$ cat src/rtl/eoc_status_bank_if.sv
// Completion request handshake between the status bank and its controller.
// The bank drives the presented request; the controller returns the acknowledge.
interface eoc_status_bank_if #(
    parameter int CH_W = 2
);
    logic            req_valid;
    logic [CH_W-1:0] req_ch;
    logic            req_err;
    logic            ack;

    modport master (output req_valid, req_ch, req_err, input ack);
    modport slave  (input req_valid, req_ch, req_err, output ack);
endinterface

$ cat src/rtl/eoc_status_bank.sv
// Multi-channel end-of-conversion tracker: per-channel IDLE/BUSY/DONE/ERR state with a
// watchdog, and a lowest-index-first arbiter presenting DONE/ERR channels for acknowledge.
module eoc_status_bank #(
    parameter int NUM_CH = 4,
    parameter int CH_W   = (NUM_CH > 1) ? $clog2(NUM_CH) : 1,
    parameter int TO_W   = 16
) (
    input  logic              clk,
    input  logic              rst,
    input  logic [NUM_CH-1:0] i_start,
    input  logic [NUM_CH-1:0] i_preset_eoc,
    input  logic [NUM_CH-1:0] i_clear_eoc,
    input  logic [TO_W-1:0]   i_timeout_limit,
    input  logic [NUM_CH-1:0] i_irq_en,
    output logic [NUM_CH-1:0] o_eoc_out,
    output logic [NUM_CH-1:0] o_busy,
    output logic [NUM_CH-1:0] o_timeout_err,
    output logic              o_irq,
    output logic              o_all_done,
    eoc_status_bank_if.master io_req
);

    typedef enum logic [1:0] {
        ST_IDLE = 2'd0,
        ST_BUSY = 2'd1,
        ST_DONE = 2'd2,
        ST_ERR  = 2'd3
    } ch_state_t;

    ch_state_t       r_state    [NUM_CH];
    ch_state_t       w_state_nx [NUM_CH];
    logic [TO_W-1:0] r_cnt      [NUM_CH];
    logic [TO_W-1:0] w_cnt_nx   [NUM_CH];
    logic [TO_W-1:0] r_lim      [NUM_CH];
    logic [TO_W-1:0] w_lim_nx   [NUM_CH];

    logic              r_req_valid;
    logic [CH_W-1:0]   r_req_ch;
    logic              r_req_err;
    logic              r_irq;
    logic              w_req_valid_nx;
    logic [CH_W-1:0]   w_req_ch_nx;
    logic              w_req_err_nx;
    logic              w_ack_hit;
    logic [NUM_CH-1:0] w_pend;

    assign w_ack_hit = io_req.ack && r_req_valid;

    // Per-channel next state, priority clear > start > preset > ack > watchdog.
    always_comb begin
        for (int i = 0; i < NUM_CH; i++) begin
            // NOTE: every combinational output gets a default first so no path can infer a latch.
            w_state_nx[i] = r_state[i];
            w_cnt_nx[i]   = r_cnt[i];
            w_lim_nx[i]   = r_lim[i];
            if (i_clear_eoc[i]) begin
                w_state_nx[i] = ST_IDLE;
            end else if (i_start[i]) begin
                w_state_nx[i] = ST_BUSY;
                w_cnt_nx[i]   = '0;
                w_lim_nx[i]   = i_timeout_limit;
            end else if (i_preset_eoc[i] &&
                         (r_state[i] == ST_IDLE || r_state[i] == ST_BUSY)) begin
                w_state_nx[i] = ST_DONE;
            end else if (w_ack_hit && r_req_ch == CH_W'(i) &&
                         (r_state[i] == ST_DONE || r_state[i] == ST_ERR)) begin
                w_state_nx[i] = ST_IDLE;
            end else if (r_state[i] == ST_BUSY && r_lim[i] != '0) begin
                if (r_cnt[i] == r_lim[i] - TO_W'(1)) begin
                    w_state_nx[i] = ST_ERR;
                end else begin
                    w_cnt_nx[i] = r_cnt[i] + TO_W'(1);
                end
            end
        end
    end

    // A channel leaving DONE/ERR on this very edge is not worth presenting.
    always_comb begin
        for (int i = 0; i < NUM_CH; i++) begin
            w_pend[i] = (r_state[i] == ST_DONE || r_state[i] == ST_ERR) &&
                        !i_clear_eoc[i] && !i_start[i];
        end
    end

    always_comb begin
        w_req_valid_nx = r_req_valid;
        w_req_ch_nx    = r_req_ch;
        w_req_err_nx   = r_req_err;
        if (r_req_valid) begin
            if (io_req.ack || i_clear_eoc[r_req_ch] || i_start[r_req_ch]) begin
                w_req_valid_nx = 1'b0;
            end
        end else begin
            // Arbitrating only from the idle state enforces one low cycle after every drop.
            for (int i = NUM_CH - 1; i >= 0; i--) begin
                if (w_pend[i]) begin
                    w_req_valid_nx = 1'b1;
                    w_req_ch_nx    = CH_W'(i);
                    w_req_err_nx   = (r_state[i] == ST_ERR);
                end
            end
        end
    end

    always_ff @(posedge clk or posedge rst) begin
        if (rst) begin
            // NOTE: this small register bank is reset in full; it is not a RAM and must abort mid-run.
            for (int i = 0; i < NUM_CH; i++) begin
                r_state[i] <= ST_IDLE;
                r_cnt[i]   <= '0;
                r_lim[i]   <= '0;
            end
            r_req_valid <= 1'b0;
            r_req_ch    <= '0;
            r_req_err   <= 1'b0;
            r_irq       <= 1'b0;
        end else begin
            for (int i = 0; i < NUM_CH; i++) begin
                r_state[i] <= w_state_nx[i];
                r_cnt[i]   <= w_cnt_nx[i];
                r_lim[i]   <= w_lim_nx[i];
            end
            r_req_valid <= w_req_valid_nx;
            r_req_ch    <= w_req_ch_nx;
            r_req_err   <= w_req_err_nx;
            r_irq       <= |((o_eoc_out | o_timeout_err) & i_irq_en);
        end
    end

    always_comb begin
        o_eoc_out     = '0;
        o_busy        = '0;
        o_timeout_err = '0;
        for (int i = 0; i < NUM_CH; i++) begin
            o_eoc_out[i]     = (r_state[i] == ST_DONE);
            o_busy[i]        = (r_state[i] == ST_BUSY);
            o_timeout_err[i] = (r_state[i] == ST_ERR);
        end
    end

    assign o_all_done       = &o_eoc_out;
    assign o_irq            = r_irq;
    assign io_req.req_valid = r_req_valid;
    assign io_req.req_ch    = r_req_ch;
    assign io_req.req_err   = r_req_err;

endmodule

$ cat src/flat_wrapper.sv
// flat-port wrapper written by rule: the top's interface ports become plain ports
module eoc_status_bank_flat 
#(
    parameter int NUM_CH = 4,
    parameter int CH_W   = (NUM_CH > 1) ? $clog2(NUM_CH) : 1,
    parameter int TO_W   = 16
)
  (clk, rst, i_start, i_preset_eoc, i_clear_eoc, i_timeout_limit, i_irq_en, o_eoc_out, o_busy, o_timeout_err, o_irq, o_all_done, io_req_req_valid, io_req_req_ch, io_req_req_err, io_req_ack);
  eoc_status_bank_if #(.CH_W(CH_W)) io_req_i ();
  input  logic clk;
  input  logic rst;
  input  logic [NUM_CH-1:0] i_start;
  input  logic [NUM_CH-1:0] i_preset_eoc;
  input  logic [NUM_CH-1:0] i_clear_eoc;
  input  logic [TO_W-1:0] i_timeout_limit;
  input  logic [NUM_CH-1:0] i_irq_en;
  output logic [NUM_CH-1:0] o_eoc_out;
  output logic [NUM_CH-1:0] o_busy;
  output logic [NUM_CH-1:0] o_timeout_err;
  output logic o_irq;
  output logic o_all_done;
  output wire logic [$bits(io_req_i.req_valid)-1:0] io_req_req_valid;
  output wire logic [$bits(io_req_i.req_ch)-1:0] io_req_req_ch;
  output wire logic [$bits(io_req_i.req_err)-1:0] io_req_req_err;
  input wire logic [$bits(io_req_i.ack)-1:0] io_req_ack;
  assign io_req_req_valid = io_req_i.req_valid;
  assign io_req_req_ch = io_req_i.req_ch;
  assign io_req_req_err = io_req_i.req_err;
  assign io_req_i.ack = io_req_ack;
  eoc_status_bank #(.NUM_CH(NUM_CH), .CH_W(CH_W), .TO_W(TO_W)) u_core (.clk(clk), .rst(rst), .i_start(i_start), .i_preset_eoc(i_preset_eoc), .i_clear_eoc(i_clear_eoc), .i_timeout_limit(i_timeout_limit), .i_irq_en(i_irq_en), .o_eoc_out(o_eoc_out), .o_busy(o_busy), .o_timeout_err(o_timeout_err), .o_irq(o_irq), .o_all_done(o_all_done), .io_req(io_req_i));
endmodule
$ cat config.mk
export PLATFORM = sky130hd
export DESIGN_NAME = eoc_status_bank_flat
export DESIGN_NICKNAME = d
export VERILOG_FILES = /design/src/rtl/eoc_status_bank_if.sv /design/src/rtl/eoc_status_bank.sv /design/src/flat_wrapper.sv
export SDC_FILE = /design/constraint.sdc
export NUM_CORES = 1
export LEC_CHECK = 0
export ABC_AREA = 0
export ABC_CLOCK_PERIOD_IN_PS = 6680
export CELL_PAD_IN_SITES_DETAIL_PLACEMENT = 0
export CELL_PAD_IN_SITES_GLOBAL_PLACEMENT = 2
export CORE_ASPECT_RATIO = 1.75
export CORE_MARGIN = 3
export CORE_UTILIZATION = 37
export DETAILED_ROUTE_END_ITERATION = 10
export PLACE_DENSITY = 0.91
export SETUP_SLACK_MARGIN = 0.4
export SKIP_LAST_GASP = 1
export SLEW_MARGIN = 20
export SYNTH_ARGS = -nofsm -noshare
export SYNTH_HDL_FRONTEND = slang
export SYNTH_SLANG_ARGS = --single-unit
$ cat constraint.sdc
create_clock -name clk -period 6.68 [get_ports clk]
set_input_delay 1.336 -clock clk [delete_from_list [all_inputs] [get_ports clk]]
set_output_delay 1.336 -clock clk [all_outputs]
set_load 0.01 [all_outputs]
Yosys cells after proc, flatten, opt, wreduce, memory -nomap -nowiden
Index checks and enable logic that the tools add are counted.
{"block": "word_totals", "input_bits": 35, "register_bits": 141}
{"block": "classes", "eq_ne": 31, "addsub": 8, "n_reduce_logical": 80, "bitwise": 7, "order_cmp": 1, "muxes": 62}
{"operator": "16-bit two-way mux", "count": 20}
{"operator": "16-bit by 1-bit adder with 16-bit output (second input constant)", "count": 4}
{"operator": "16-bit equality test", "count": 4}
{"operator": "16-bit nonzero test", "count": 4}
{"operator": "16-bit by 1-bit subtractor with 16-bit output (second input constant)", "count": 4}
{"operator": "2-bit two-way mux", "count": 28}
{"operator": "5-bit nonzero test", "count": 8}
{"operator": "1-bit logical AND", "count": 25}
{"operator": "2-bit != test (second input constant)", "count": 12}
{"operator": "2-bit equality test (second input constant)", "count": 10}
{"operator": "5-bit AND reduction", "count": 4}
{"operator": "2-bit AND reduction", "count": 9}
{"operator": "1-bit two-way mux", "count": 12}
{"operator": "2-bit by 1-bit equality test with 1-bit output (second input constant)", "count": 5}
{"operator": "2-bit logical NOT", "count": 5}
{"operator": "1-bit logical OR", "count": 10}
{"operator": "1-bit logical NOT", "count": 8}
{"operator": "2-bit nonzero test", "count": 4}
{"operator": "1-bit NOT", "count": 5}
{"operator": "4-bit bitwise AND", "count": 1}
{"operator": "1-bit binary-select mux with 2-bit select", "count": 2}
{"operator": "4-bit OR", "count": 1}
{"operator": "4-bit AND reduction", "count": 1}
{"operator": "4-bit nonzero test", "count": 1}
{"operator": "2 further kinds", "count": 2}

Logic depth before layout (Yosys ltp)
Gate-level depths: netlist of run 1.
{"block": "logic_depth", "ltp_word": 9, "mapped_depth": 12}

Least setup slack after synthesis of run 1
OpenSTA, ideal clock, no wires.
{"block": "synth_path", "kind": "flip-flop to flip-flop", "from": "register u_core.r_lim[34] (netlist name)", "to": "register u_core.r_cnt[32] (netlist name)", "t_required_ns": 6.552, "arrival_time_ns": 2.876, "setup_ns": 0.128, "setup_slack_ns": 3.676, "stages_incl_launch_ff": 10, "path_cell_list": "dfrtp_1 -> or4_1 -> or3_1 -> a211oi_1 -> o22ai_1 -> or4_1 -> o22ai_2 -> buf_6 -> nor2_2 -> mux2_1"}
{"block": "synth_via", "elab_chain_len": 4, "word_cells_on_any_way": 7, "classes_between": "1 x add/sub; 2 x eq/ne; 4 x reduce/logical"}
{"item": "start: declaration", "line_no": "eoc_status_bank.sv:34", "text": "logic [TO_W-1:0] r_lim [NUM_CH];"}
{"item": "start signal: indexed assignment", "line_no": "eoc_status_bank.sv:122", "text": "r_lim[i] <= w_lim_nx[i];"}
{"item": "16-bit by 1-bit subtractor with 16-bit output or 16-bit nonzero test (tied branches)", "line_no": "eoc_status_bank.sv:69, eoc_status_bank.sv:68"}
{"item": "16-bit equality test or 1-bit logical AND (tied branches)", "line_no": "eoc_status_bank.sv:69, eoc_status_bank.sv:68"}
{"item": "2-bit != test (no source line) or 2-bit nonzero test (tied branches)"}
{"item": "5-bit AND reduction (no source line) *"}
{"item": "end signal: indexed assignment", "line_no": "eoc_status_bank.sv:121", "text": "r_cnt[i] <= w_cnt_nx[i];"}
{"item": "end: declaration", "line_no": "eoc_status_bank.sv:32", "text": "logic [TO_W-1:0] r_cnt [NUM_CH];"}
Mark *: on every way between the ends. The rest lies on a longest branch, timed or not.
A chain may end at the register's enable or synchronous reset.

Final worst setup path of run 1
{"block": "layout_path", "from": "register u_core.r_lim[7] (netlist name)", "to": "register u_core.r_cnt[4] (netlist name)"}
The elaborated chain is that of the path after synthesis.

==> flow_summary.json, run 1 <==
{
  "final_util_pct": 43.42,
  "sw_frac_of_total_pct": 31.08,
  "pwr-share-clk_pct": 41.1,
  "drc": 0,
  "nets": 1159,
  "synthCells": 1085,
  "hold_buffers": 0,
  "clk_path_buf_depth": 2,
  "outcome": "complete, no violations",
  "end_kind": "register",
  "die_h_um": 213.4,
  "drive_gt1_share_pct": 5.956,
  "period_share_pct": 55.60,
  "synth-edff-count": 0,
  "p_sw_mw": 0.7718,
  "min_period_ns": 3.714,
  "pwr-share-seq_pct": 41.3,
  "start_util_pct": 37.70,
  "setup_viol": 0,
  "ys_warn_count": 0,
  "critical_path.cell_chain": "nor4_1 -> nand3b_1 -> or3_1 -> a221o_1 -> nand4b_1 -> o21ai_1 -> o21ai_0 -> a21oi_1",
  "area_growth_pct": 15.16,
  "synth_commonest_cells": "226 x nand2_1, 141 x dfrtp_1, 53 x nor2_1",
  "async_reset_ff_share_pct": 100.0,
  "dieArea_mm2": 0.02657,
  "ioPinCount": 53,
  "cp_max_fo": 17,
  "cts_root_buffer": "clkbuf_16",
  "ant_nets": 0,
  "tritoncts": "yes",
  "cts.clk_slew.worst_paths_ns": 0.06,
  "syn_nets": 1132,
  "ys_top_cells_by_area": "dfrtp_1 39%, nand2_1 9.3%, xnor2_1 5.0%, xor2_1 3.2%, a21oi_1 2.5%",
  "rsz0062_at_grt": "false",
  "post-dp-hpwl_um": 18890,
  "power_density_mw_per_mm2": 237.2,
  "io_buffers": 52,
  "setup_tns_ns": 0,
  "pwr-share-comb_pct": 17.6,
  "synth_seq_cells": 141,
  "gp_congestion": 0.8528,
  "grt_pass1_vias": 7900,
  "yosysMostFrequentCell": "nand2_1",
  "max_stage_delay_ns": 0.85,
  "wl_um": 25600,
  "drv_slew": 0,
  "ys_seq_area_share_pct": 38.81,
  "syn-cell-area_mm2": 0.009092,
  "synth_cell_types": 81,
  "p_int_mw": 1.712,
  "finClkSkew_ns": 0.008842,
  "worst-slew-pin-transition_ns": 1.007,
  "hold_path.class": "register to register",
  "grt_pass1_wl_um": 41890,
  "diodes": 0,
  "synth.largest_area_cell": "dfrtp_1",
  "worstSetupPathType": "register to register",
  "cts.sinks": 141,
  "rows": 75,
  "cpMaxStageDelayCell": "o21ai_1",
  "num_vias": 7981,
  "fmax_mhz": 269.2,
  "synth_top_area_share_pct": 38.81,
  "insertion_delay_ns": 0.44,
  "timing.max_cap.violations": 0,
  "grt_usage_pct": 19.74,
  "drtPass1Iterations": 5,
  "overflow": 0,
  "cp_data_required_time_ns": 7.04,
  "cts_inserted_buffers": 17,
  "ys.flop_type": "dfrtp_1",
  "core_area_mm2": 0.02412,
  "fillCellCount": 2423,
  "p_leak_nw": 4.332,
  "grt_max_degree": 96,
  "dieWidth_um": 124.5,
  "via_per_inst": 5.569,
  "htree_levels": 4,
  "worstPathArrival_ns": 4.08,
  "cts_resized": 0,
  "first_iter_violations": 596,
  "slew_headroom_pct": 32.40,
  "start_kind": "register",
  "wl_per_cell_um": 17.87,
  "cts_setup_buffers": 0,
  "antenna_found_initial": 0,
  "hold_viol": 0,
  "syn_avg_cell_area_um2": 8.380,
  "ir_drop_mv": 0.1989
}
[cell usage in the layout (no fill, tap or decap), drive strengths merged, types with 8 or more instances in the layout]
master,netlist,routed
nand2b,25,25
mux2i,12,12
clkdlybuf4s50,0,52
nor3,37,37
and3,21,21
ha,12,12
nand3,42,42
xnor2,52,52
o21ai,47,47
nand4,11,11
or3,25,25
nor4,25,25
and2,10,10
clkbuf,40,18
dfrtp,141,141
a21oi,45,45
or4,18,18
nand2,226,226
a211oi,10,10
nor2,55,55
inv,28,34
o21a,11,11
nor2b,12,12
o31ai,13,13
xor2,33,33
o211ai,8,8
[flip-flops by register name (all words and copies together) (netlist names)]
signal,count
u_core.io_req.req_valid,1
u_core.r_lim,64
u_core.io_req.req_err,1
u_core.r_state,8
u_core.o_irq,1
u_core.r_cnt,64
u_core.io_req.req_ch,2
[routing by layer]
layer | vias up | routed length [um] | track usage (%)
met3 | 42 | 640 | 3.166
li1 | 3930 | - | -
met5 | - | 0 | 0
met4 | 0 | 758 | 8.135
met1 | 3872 | 10460 | 22.28
met2 | 137 | 13740 | 36.98
[cell families after synthesis]
logic type	count (synthesis)	synth area share (%)
buffers and inverters	80	3.536
xor gates and xnor gates	85	8.188
DFF	141	38.81
muxes	17	2.064
and+or+nand+nor	549	30.69
adders and majority gates	12	1.651
AOI/OAI and AO/OA	201	15.07
[power groups by stage]
stage	logic [mW]	registers (mW)	clock network, mW
finish	0.436	1.03	1.02
floorplan	0.330	0.996	0
global placement	0.433	1.04	0
CTS	0.441	1.03	1.04
detailed placement	0.440	1.04	0
global route	0.491	1.04	1.07
[metrics by stage]
stage / area (um2) / std cells / total power [mW] / hold slack (ns) / worst slack [ns]
after detailed placement: 9851 / 1401 / 1.480 / 0.5040 / 2.803
after CTS: 10470 / 1433 / 2.508 / 0.5145 / 3.015
final: 10470 / 1433 / 2.483 / 0.5064 / 2.966
after floorplan: 9092 / 1085 / 1.326 / 0.4787 / 1.563
after global placement: 9851 / 1401 / 1.473 / 0.4972 / 2.831
after global routing: 10470 / 1433 / 2.599 / 0.5364 / 2.656
[critical path: cells and delay by family, from the launching register on]
kind	cells	cell delay, ns
AO/OA/AOI/OAI	4	1.56
flip-flops	1	0.44
AND/OR/NAND/NOR	4	1.63
[cell type report]
type | count | area (um2) | area share [%]
Multi-Input combinational cell | 864 | 5250 | 50.14
Clock buffer | 18 | 439.2 | 4.194
Tap cell | 308 | 385.4 | 3.680
Sequential cell | 141 | 3528 | 33.70
Timing Repair Buffer | 59 | 573.1 | 5.473
Clock inverter | 14 | 181.4 | 1.733
Inverter | 29 | 113.9 | 1.087
[path summary, 6_finish.rpt]
kind | start | endpoint | slack [ns] | depth (start not counted)
worst max register to register | u_core.r_lim[7] | u_core.r_cnt[4] | 2.97 | 8
max in group asynchronous | rst | u_core.r_cnt[39] | 4.12 | 3
worst min-delay path | u_core.io_req.req_err | u_core.io_req.req_err | 0.51 | 1
worst min register to register | u_core.io_req.req_err | u_core.io_req.req_err | 0.51 | 1
worst max-delay path | u_core.r_lim[7] | u_core.r_cnt[4] | 2.97 | 8
min in group asynchronous | rst | u_core.r_lim[25] | 1.41 | 2
No activity file was read; power rests on OpenSTA's default activity.
==> run 2: changes to the inputs <==
--- a/config.mk
+++ b/config.mk
@@ -6,14 +6,14 @@
 export NUM_CORES = 1
 export LEC_CHECK = 0
 export ABC_AREA = 0
-export ABC_CLOCK_PERIOD_IN_PS = 6680
+export ABC_CLOCK_PERIOD_IN_PS = 3200
 export CELL_PAD_IN_SITES_DETAIL_PLACEMENT = 0
 export CELL_PAD_IN_SITES_GLOBAL_PLACEMENT = 2
 export CORE_ASPECT_RATIO = 1.75
 export CORE_MARGIN = 3
-export CORE_UTILIZATION = 37
+export CORE_UTILIZATION = 34
 export DETAILED_ROUTE_END_ITERATION = 10
-export PLACE_DENSITY = 0.91
+export PLACE_DENSITY = 0.89
 export SETUP_SLACK_MARGIN = 0.4
 export SKIP_LAST_GASP = 1
 export SLEW_MARGIN = 20
==> constraint.sdc (replaced) <==
create_clock -name clk -period 3.2 [get_ports clk]
set_input_delay 0.64 -clock clk [delete_from_list [all_inputs] [get_ports clk]]
set_output_delay 0.64 -clock clk [all_outputs]
set_load 0.01 [all_outputs]
==> run 2 against run 1 <==
Against the previous run: die area grew 8.5%; maximum frequency grew 24%; via count grew 7.5%; setup slack lost 2.8 ns; combinational power grew to 2.8 times the previous value; critical path depth grew 3; critical path type unchanged; highest routed layer unchanged; hold slack gained 0.020 ns; cell count grew 6.7%; sequential share of layout area shrank 4.0 points; clock skew shrank 0.0021 ns; non-clock buffer count grew 84.
==> flow_summary.json, run 2 (synthesized netlist as in run 1, its figures left out) <==
{
  "io_buffers": 52,
  "worstSetupPathType": "register to register",
  "period_share_pct": 93.52,
  "critical_path.cell_chain": "inv_2 -> ha_4 -> or3b_4 -> or4_4 -> a221oi_2 -> a221o_1 -> nand4b_1 -> o2111ai_1 -> buf_4 -> or4_4 -> a21oi_2",
  "first_iter_violations": 518,
  "drv_slew": 0,
  "drtPass1Iterations": 6,
  "power_density_mw_per_mm2": 447.5,
  "antenna_found_initial": 0,
  "grt_usage_pct": 20.65,
  "cp_data_required_time_ns": 3.58,
  "grt_max_degree": 43,
  "fmax_mhz": 334.2,
  "hold_viol": 0,
  "min_period_ns": 2.993,
  "design_area_mm2": 0.01190,
  "hold_path.class": "register to register",
  "clk_path_buf_depth": 2,
  "cts_inserted_buffers": 17,
  "gp_congestion": 0.8896,
  "drive_gt1_share_pct": 20.84,
  "via_per_inst": 5.613,
  "diodes": 0,
  "grt_pass1_vias": 8641,
  "worstPathArrival_ns": 3.37,
  "cts.clk_slew.worst_paths_ns": 0.06,
  "htree_levels": 4,
  "ant_nets": 0,
  "multi_input_area_mm2": 0.005961,
  "cts_root_buffer": "clkbuf_16",
  "wl_per_cell_um": 19.16,
  "cpMaxStageDelayCell": "or4_4",
  "top_regs": "u_core.r_cnt: 64 flops, u_core.r_lim: 64 flops, u_core.r_state: 8 flops",
  "path_common_cell": "or4_4",
  "slew_headroom_pct": 41.25,
  "final_util_pct": 45.51,
  "grt_pass1_wl_um": 46600,
  "ioPinCount": 53,
  "overflow": 0,
  "dieWidth_um": 129.6,
  "final_common_cell": "nand2_1",
  "num_vias": 8582,
  "final-seq-area_mm2": 0.003537,
  "post-dp-hpwl_um": 20880,
  "ir_drop_mv": 0.3978,
  "setup_ws_ns": 0.2074,
  "nets": 1244,
  "worst-slew-pin-transition_ns": 0.8812,
  "timing.max_cap.violations": 0,
  "end_kind": "register",
  "start_util_pct": 34.76,
  "core_area_mm2": 0.02616,
  "tritoncts": "yes",
  "outcome": "complete, no violations",
  "max_stage_delay_ns": 0.51,
  "setup_viol": 0,
  "place_ws_ns": 0.09598,
  "placed_area_mm2": 0.01030,
  "dieArea_mm2": 0.02882,
  "finClkSkew_ns": 0.006758,
  "insertion_delay_ns": 0.45,
  "rsz0062_at_grt": "true",
  "rows": 78,
  "start_kind": "register",
  "setup_tns_ns": 0,
  "wl_um": 29290,
  "die_h_um": 222.3,
  "drc": 0,
  "cp_max_fo": 6,
  "p_leak_nw": 4.909,
  "mostFrequentLayoutCells": "225 x nand2_1, 134 x dfrtp_1, 72 x buf_4",
  "cts.sinks": 141,
  "area_growth_pct": 30.91,
  "fillCellCount": 2527
}
[run 2: repair_timing]
item	in CTS	in global routing
endpoints found under the setup margin	64	65
resized for setup	60	81
pin swaps	36	48
gates cloned	2	0
buffers inserted	33	11
hold buffers	0	0
[run 2: cell type report]
type | count | area share (%)
multi-input combinational | 865 | 50.08
sequential | 141 | 29.72
timing repair buffer | 143 | 11.08
clock buffer | 25 | 4.331
tap | 320 | 3.364
inverter | 29 | 0.9461
clock inverter | 6 | 0.4835
[run 2: stage by stage]
stage / instances / power, mW / hold slack (ns)
after floorplan: 1085 / 2.796 / 0.4787
after global placement: 1452 / 3.173 / 0.5100
after detailed placement: 1452 / 3.185 / 0.5163
after CTS: 1518 / 5.280 / 0.5316
after global routing: 1529 / 5.569 / 0.5528
final: 1529 / 5.326 / 0.5262
[run 2: worst paths after layout]
path / from / to / slack, ns / depth (start not counted)
setup / recovery: u_core.r_lim[0] / u_core.r_cnt[13] / 0.21 / 11
hold reg to reg: u_core.r_lim[30] / u_core.r_lim[30] / 0.53 / 2
max in group asynchronous: rst / u_core.r_lim[34] / 1.89 / 3
hold / removal: u_core.r_lim[30] / u_core.r_lim[30] / 0.53 / 2
setup reg to reg: u_core.r_lim[0] / u_core.r_cnt[13] / 0.21 / 11
min in group asynchronous: rst / u_core.r_lim[62] / 0.65 / 2
[run 2: critical path: cells and delay by family, from the launching register on]
family                   cells  cell delay (ns)
AND/OR/NAND/NOR              4             1.50
adder cells (fa/ha/maj)      1             0.13
flip-flops                   1             0.39
AO/OA/AOI/OAI                4             0.62
buffers and inverters        2             0.28
[run 2: where the power goes]
group / internal [mW] / switching (mW) / leakage (nW)
clock network: 1.18 / 0.788 / 0.285
registers: 1.92 / 0.230 / 1.84
logic: 0.563 / 0.642 / 2.79
total: 3.67 / 1.66 / 4.91
[run 2: per-layer routing]
| layer | GRT usage, % | wire length, um | part of all wire [%] | vias up |
|---|---|---|---|---|
| met4 | 9.128 | 1103 | 3.8 | 0 |
| met1 | 24.18 | 11440 | 39 | 4198 |
| li1 | - | - | - | 4110 |
| met3 | 3.151 | 944 | 3.2 | 74 |
| met2 | 36.56 | 15800 | 54 | 200 |
| met5 | 0 | 0 | 0 | - |
==> run 3: changes to the inputs <==
--- a/config.mk
+++ b/config.mk
@@ -6,14 +6,14 @@
 export NUM_CORES = 1
 export LEC_CHECK = 0
 export ABC_AREA = 0
-export ABC_CLOCK_PERIOD_IN_PS = 3200
+export ABC_CLOCK_PERIOD_IN_PS = 3060
 export CELL_PAD_IN_SITES_DETAIL_PLACEMENT = 0
 export CELL_PAD_IN_SITES_GLOBAL_PLACEMENT = 2
 export CORE_ASPECT_RATIO = 1.75
-export CORE_MARGIN = 3
-export CORE_UTILIZATION = 34
+export CORE_MARGIN = 4
+export CORE_UTILIZATION = 37
 export DETAILED_ROUTE_END_ITERATION = 10
-export PLACE_DENSITY = 0.89
+export PLACE_DENSITY = 0.91
 export SETUP_SLACK_MARGIN = 0.4
 export SKIP_LAST_GASP = 1
 export SLEW_MARGIN = 20
==> constraint.sdc (replaced) <==
create_clock -name clk -period 3.06 [get_ports clk]
set_input_delay 0.612 -clock clk [delete_from_list [all_inputs] [get_ports clk]]
set_output_delay 0.612 -clock clk [all_outputs]
set_load 0.01 [all_outputs]
==> run 3 against run 2 <==
Against the previous run: sequential share of layout area down 0.83 points; wire length down 1.9%; maximum frequency up 0.46%; critical endpoint is now u_core.r_cnt[15]; non-clock buffer count up 29; setup slack worse by 0.13 ns; combinational power up 11%; total power up 10%; cell count up 1.1%; cell area up 2.8%; clock power up 18%.
==> flow_summary.json, run 3 (synthesized netlist as in run 1, its figures left out) <==
{
  "die_h_um": 215.4,
  "fmax_mhz": 335.7,
  "wl_um": 28750,
  "max_stage_delay_ns": 0.43,
  "io_buffers": 52,
  "via_per_inst": 5.570,
  "diodes": 0,
  "cts.sinks": 141,
  "clk_path_buf_depth": 2,
  "drtPass1Iterations": 5,
  "outcome": "complete, no violations",
  "grt_pass1_wl_um": 46260,
  "wl_per_cell_um": 18.59,
  "cts.clk_slew.worst_paths_ns": 0.06,
  "antenna_found_initial": 0,
  "cts_inserted_buffers": 17,
  "path_buf_inv": 2,
  "cp_data_required_time_ns": 3.43,
  "cts_root_buffer": "clkbuf_16",
  "worstPathArrival_ns": 3.35,
  "drv_slew": 0,
  "insertion_delay_ns": 0.44,
  "tritoncts": "yes",
  "slew_headroom_pct": 53.39,
  "final_common_cell": "nand2_1",
  "dr.max_layer_used": "met4",
  "start_kind": "register",
  "hold_slack_ns": 0.5133,
  "wl_met3_um": 971,
  "power_density_mw_per_mm2": 479.9,
  "htree_levels": 4,
  "grt_usage_pct": 21.30,
  "min_period_ns": 2.979,
  "setup_ws_ns": 0.08121,
  "top_regs": "u_core.r_cnt: 64 flops, u_core.r_lim: 64 flops, u_core.r_state: 8 flops",
  "fillCellCount": 2243,
  "critical_path.cell_chain": "inv_2 -> ha_4 -> or3b_4 -> or4_4 -> a221oi_2 -> a221o_1 -> nand4b_1 -> o2111ai_2 -> buf_4 -> or4_1 -> a21oi_1",
  "ioPinCount": 53,
  "first_iter_violations": 567,
  "rsz0062_at_grt": "true",
  "ir_drop_mv": 0.3846,
  "dieWidth_um": 126.5,
  "rows": 75,
  "timing.max_cap.violations": 0,
  "dieArea_mm2": 0.02724,
  "mostFrequentLayoutCells": "223 x nand2_1, 137 x dfrtp_1, 95 x buf_4",
  "hold_path.class": "register to register",
  "setup_viol": 0,
  "place_ws_ns": -0.005762,
  "crit_family": "simple AND/OR/NAND/NOR gates",
  "cpMaxStageDelayCell": "or4_4",
  "p_leak_nw": 5.095,
  "grt_pass1_vias": 8690,
  "cp_max_fo": 5,
  "gp_congestion": 0.8880,
  "ant_nets": 0,
  "post-dp-hpwl_um": 20810,
  "start_util_pct": 37.70,
  "grt_max_degree": 44,
  "worst-slew-pin-transition_ns": 0.6976,
  "core_area_mm2": 0.02412,
  "area_growth_pct": 34.53,
  "period_share_pct": 97.35,
  "hold_viol": 0,
  "wl_met2_um": 15800,
  "nets": 1273,
  "num_vias": 8611,
  "hold_buffers": 0,
  "worstSetupPathType": "register to register",
  "drc": 0,
  "end_kind": "register",
  "drt-met1-wl_um": 11040,
  "overflow": 0,
  "finClkSkew_ns": 0.008547,
  "drive_gt1_share_pct": 23.51
}
[run 3: cell types whose count changed in the layout (fill, tap and decap cells not counted), moves of 3 or more]
cell       before  now
a211oi_4        3    0
dfrtp_1       134  137
clkbuf_8        6    2
nor2_1         52   49
bufinv_16       1    5
dfrtp_2         7    4
nor2_4          1    4
buf_8           0    3
buf_6          14   17
o21ai_2         7   10
o21ai_0        32   27
buf_4          72   95
[run 3: layout make-up]
class / instances / area (um2) / area share [%]
repair buffers: 172 / 1555 / 12.71
clock inverters: 12 / 192.7 / 1.575
clock buffers: 19 / 452.9 / 3.703
flip-flops and latches: 141 / 3533 / 28.89
inverters: 29 / 112.6 / 0.9206
multi-input cells: 865 / 6000 / 49.05
well taps: 308 / 385.4 / 3.151
[run 3: timing repair]
item                                    CTS  global route
endpoints found under the setup margin   70            69
pin swaps                                65            50
gates resized for setup                  82            67
gates cloned                              3             0
buffers inserted                         28            14
[run 3: final timing paths]
check	start	to	slack (ns)	depth (start not counted)
setup / recovery	u_core.r_lim[1]	u_core.r_cnt[15]	0.08	11
setup reg to reg	u_core.r_lim[1]	u_core.r_cnt[15]	0.08	11
hold / removal	u_core.io_req.req_err	u_core.io_req.req_err	0.51	1
max in group asynchronous	rst	u_core.r_cnt[9]	1.70	3
min in group asynchronous	rst	u_core.r_lim[27]	0.63	2
hold reg to reg	u_core.io_req.req_err	u_core.io_req.req_err	0.51	1
[run 3: where the power goes]
| part | switching [mW] | internal [mW] | leakage [nW] |
|---|---|---|---|
| logic | 0.708 | 0.626 | 2.95 |
| clock network | 0.856 | 1.48 | 0.311 |
| registers | 0.195 | 2.01 | 1.84 |
[run 3: routing by layer]
metal / track usage (%) / vias to the layer above
met5: 0 / -
li1: - / 4160
met1: 24.14 / 4217
met4: 8.232 / 0
met3: 3.761 / 57
met2: 39.14 / 177
[run 3: through the flow]
step | area, um2 | power (mW) | instances | setup TNS [ns] | util [%]
after CTS | 11830 | 5.848 | 1532 | 0 | 49.04
after floorplan | 9304 | 2.944 | 1085 | 0 | -
after detailed placement | 10570 | 3.398 | 1470 | -0.005762 | 43.84
final | 12230 | 5.870 | 1546 | 0 | 50.72
after global placement | 10570 | 3.383 | 1470 | 0 | 43.84
after global routing | 12230 | 6.140 | 1546 | -0.1389 | 50.72
[run 3: worst register-to-register path, stage by stage, from the launching register on]
cell and delay (ns):
dfrtp_1 0.40, inv_2 0.08, ha_4 0.14, or3b_4 0.38
or4_4 0.43, a221oi_2 0.24, a221o_1 0.15, nand4b_1 0.19
o2111ai_2 0.17, buf_4 0.18, or4_1 0.39, a21oi_1 0.15
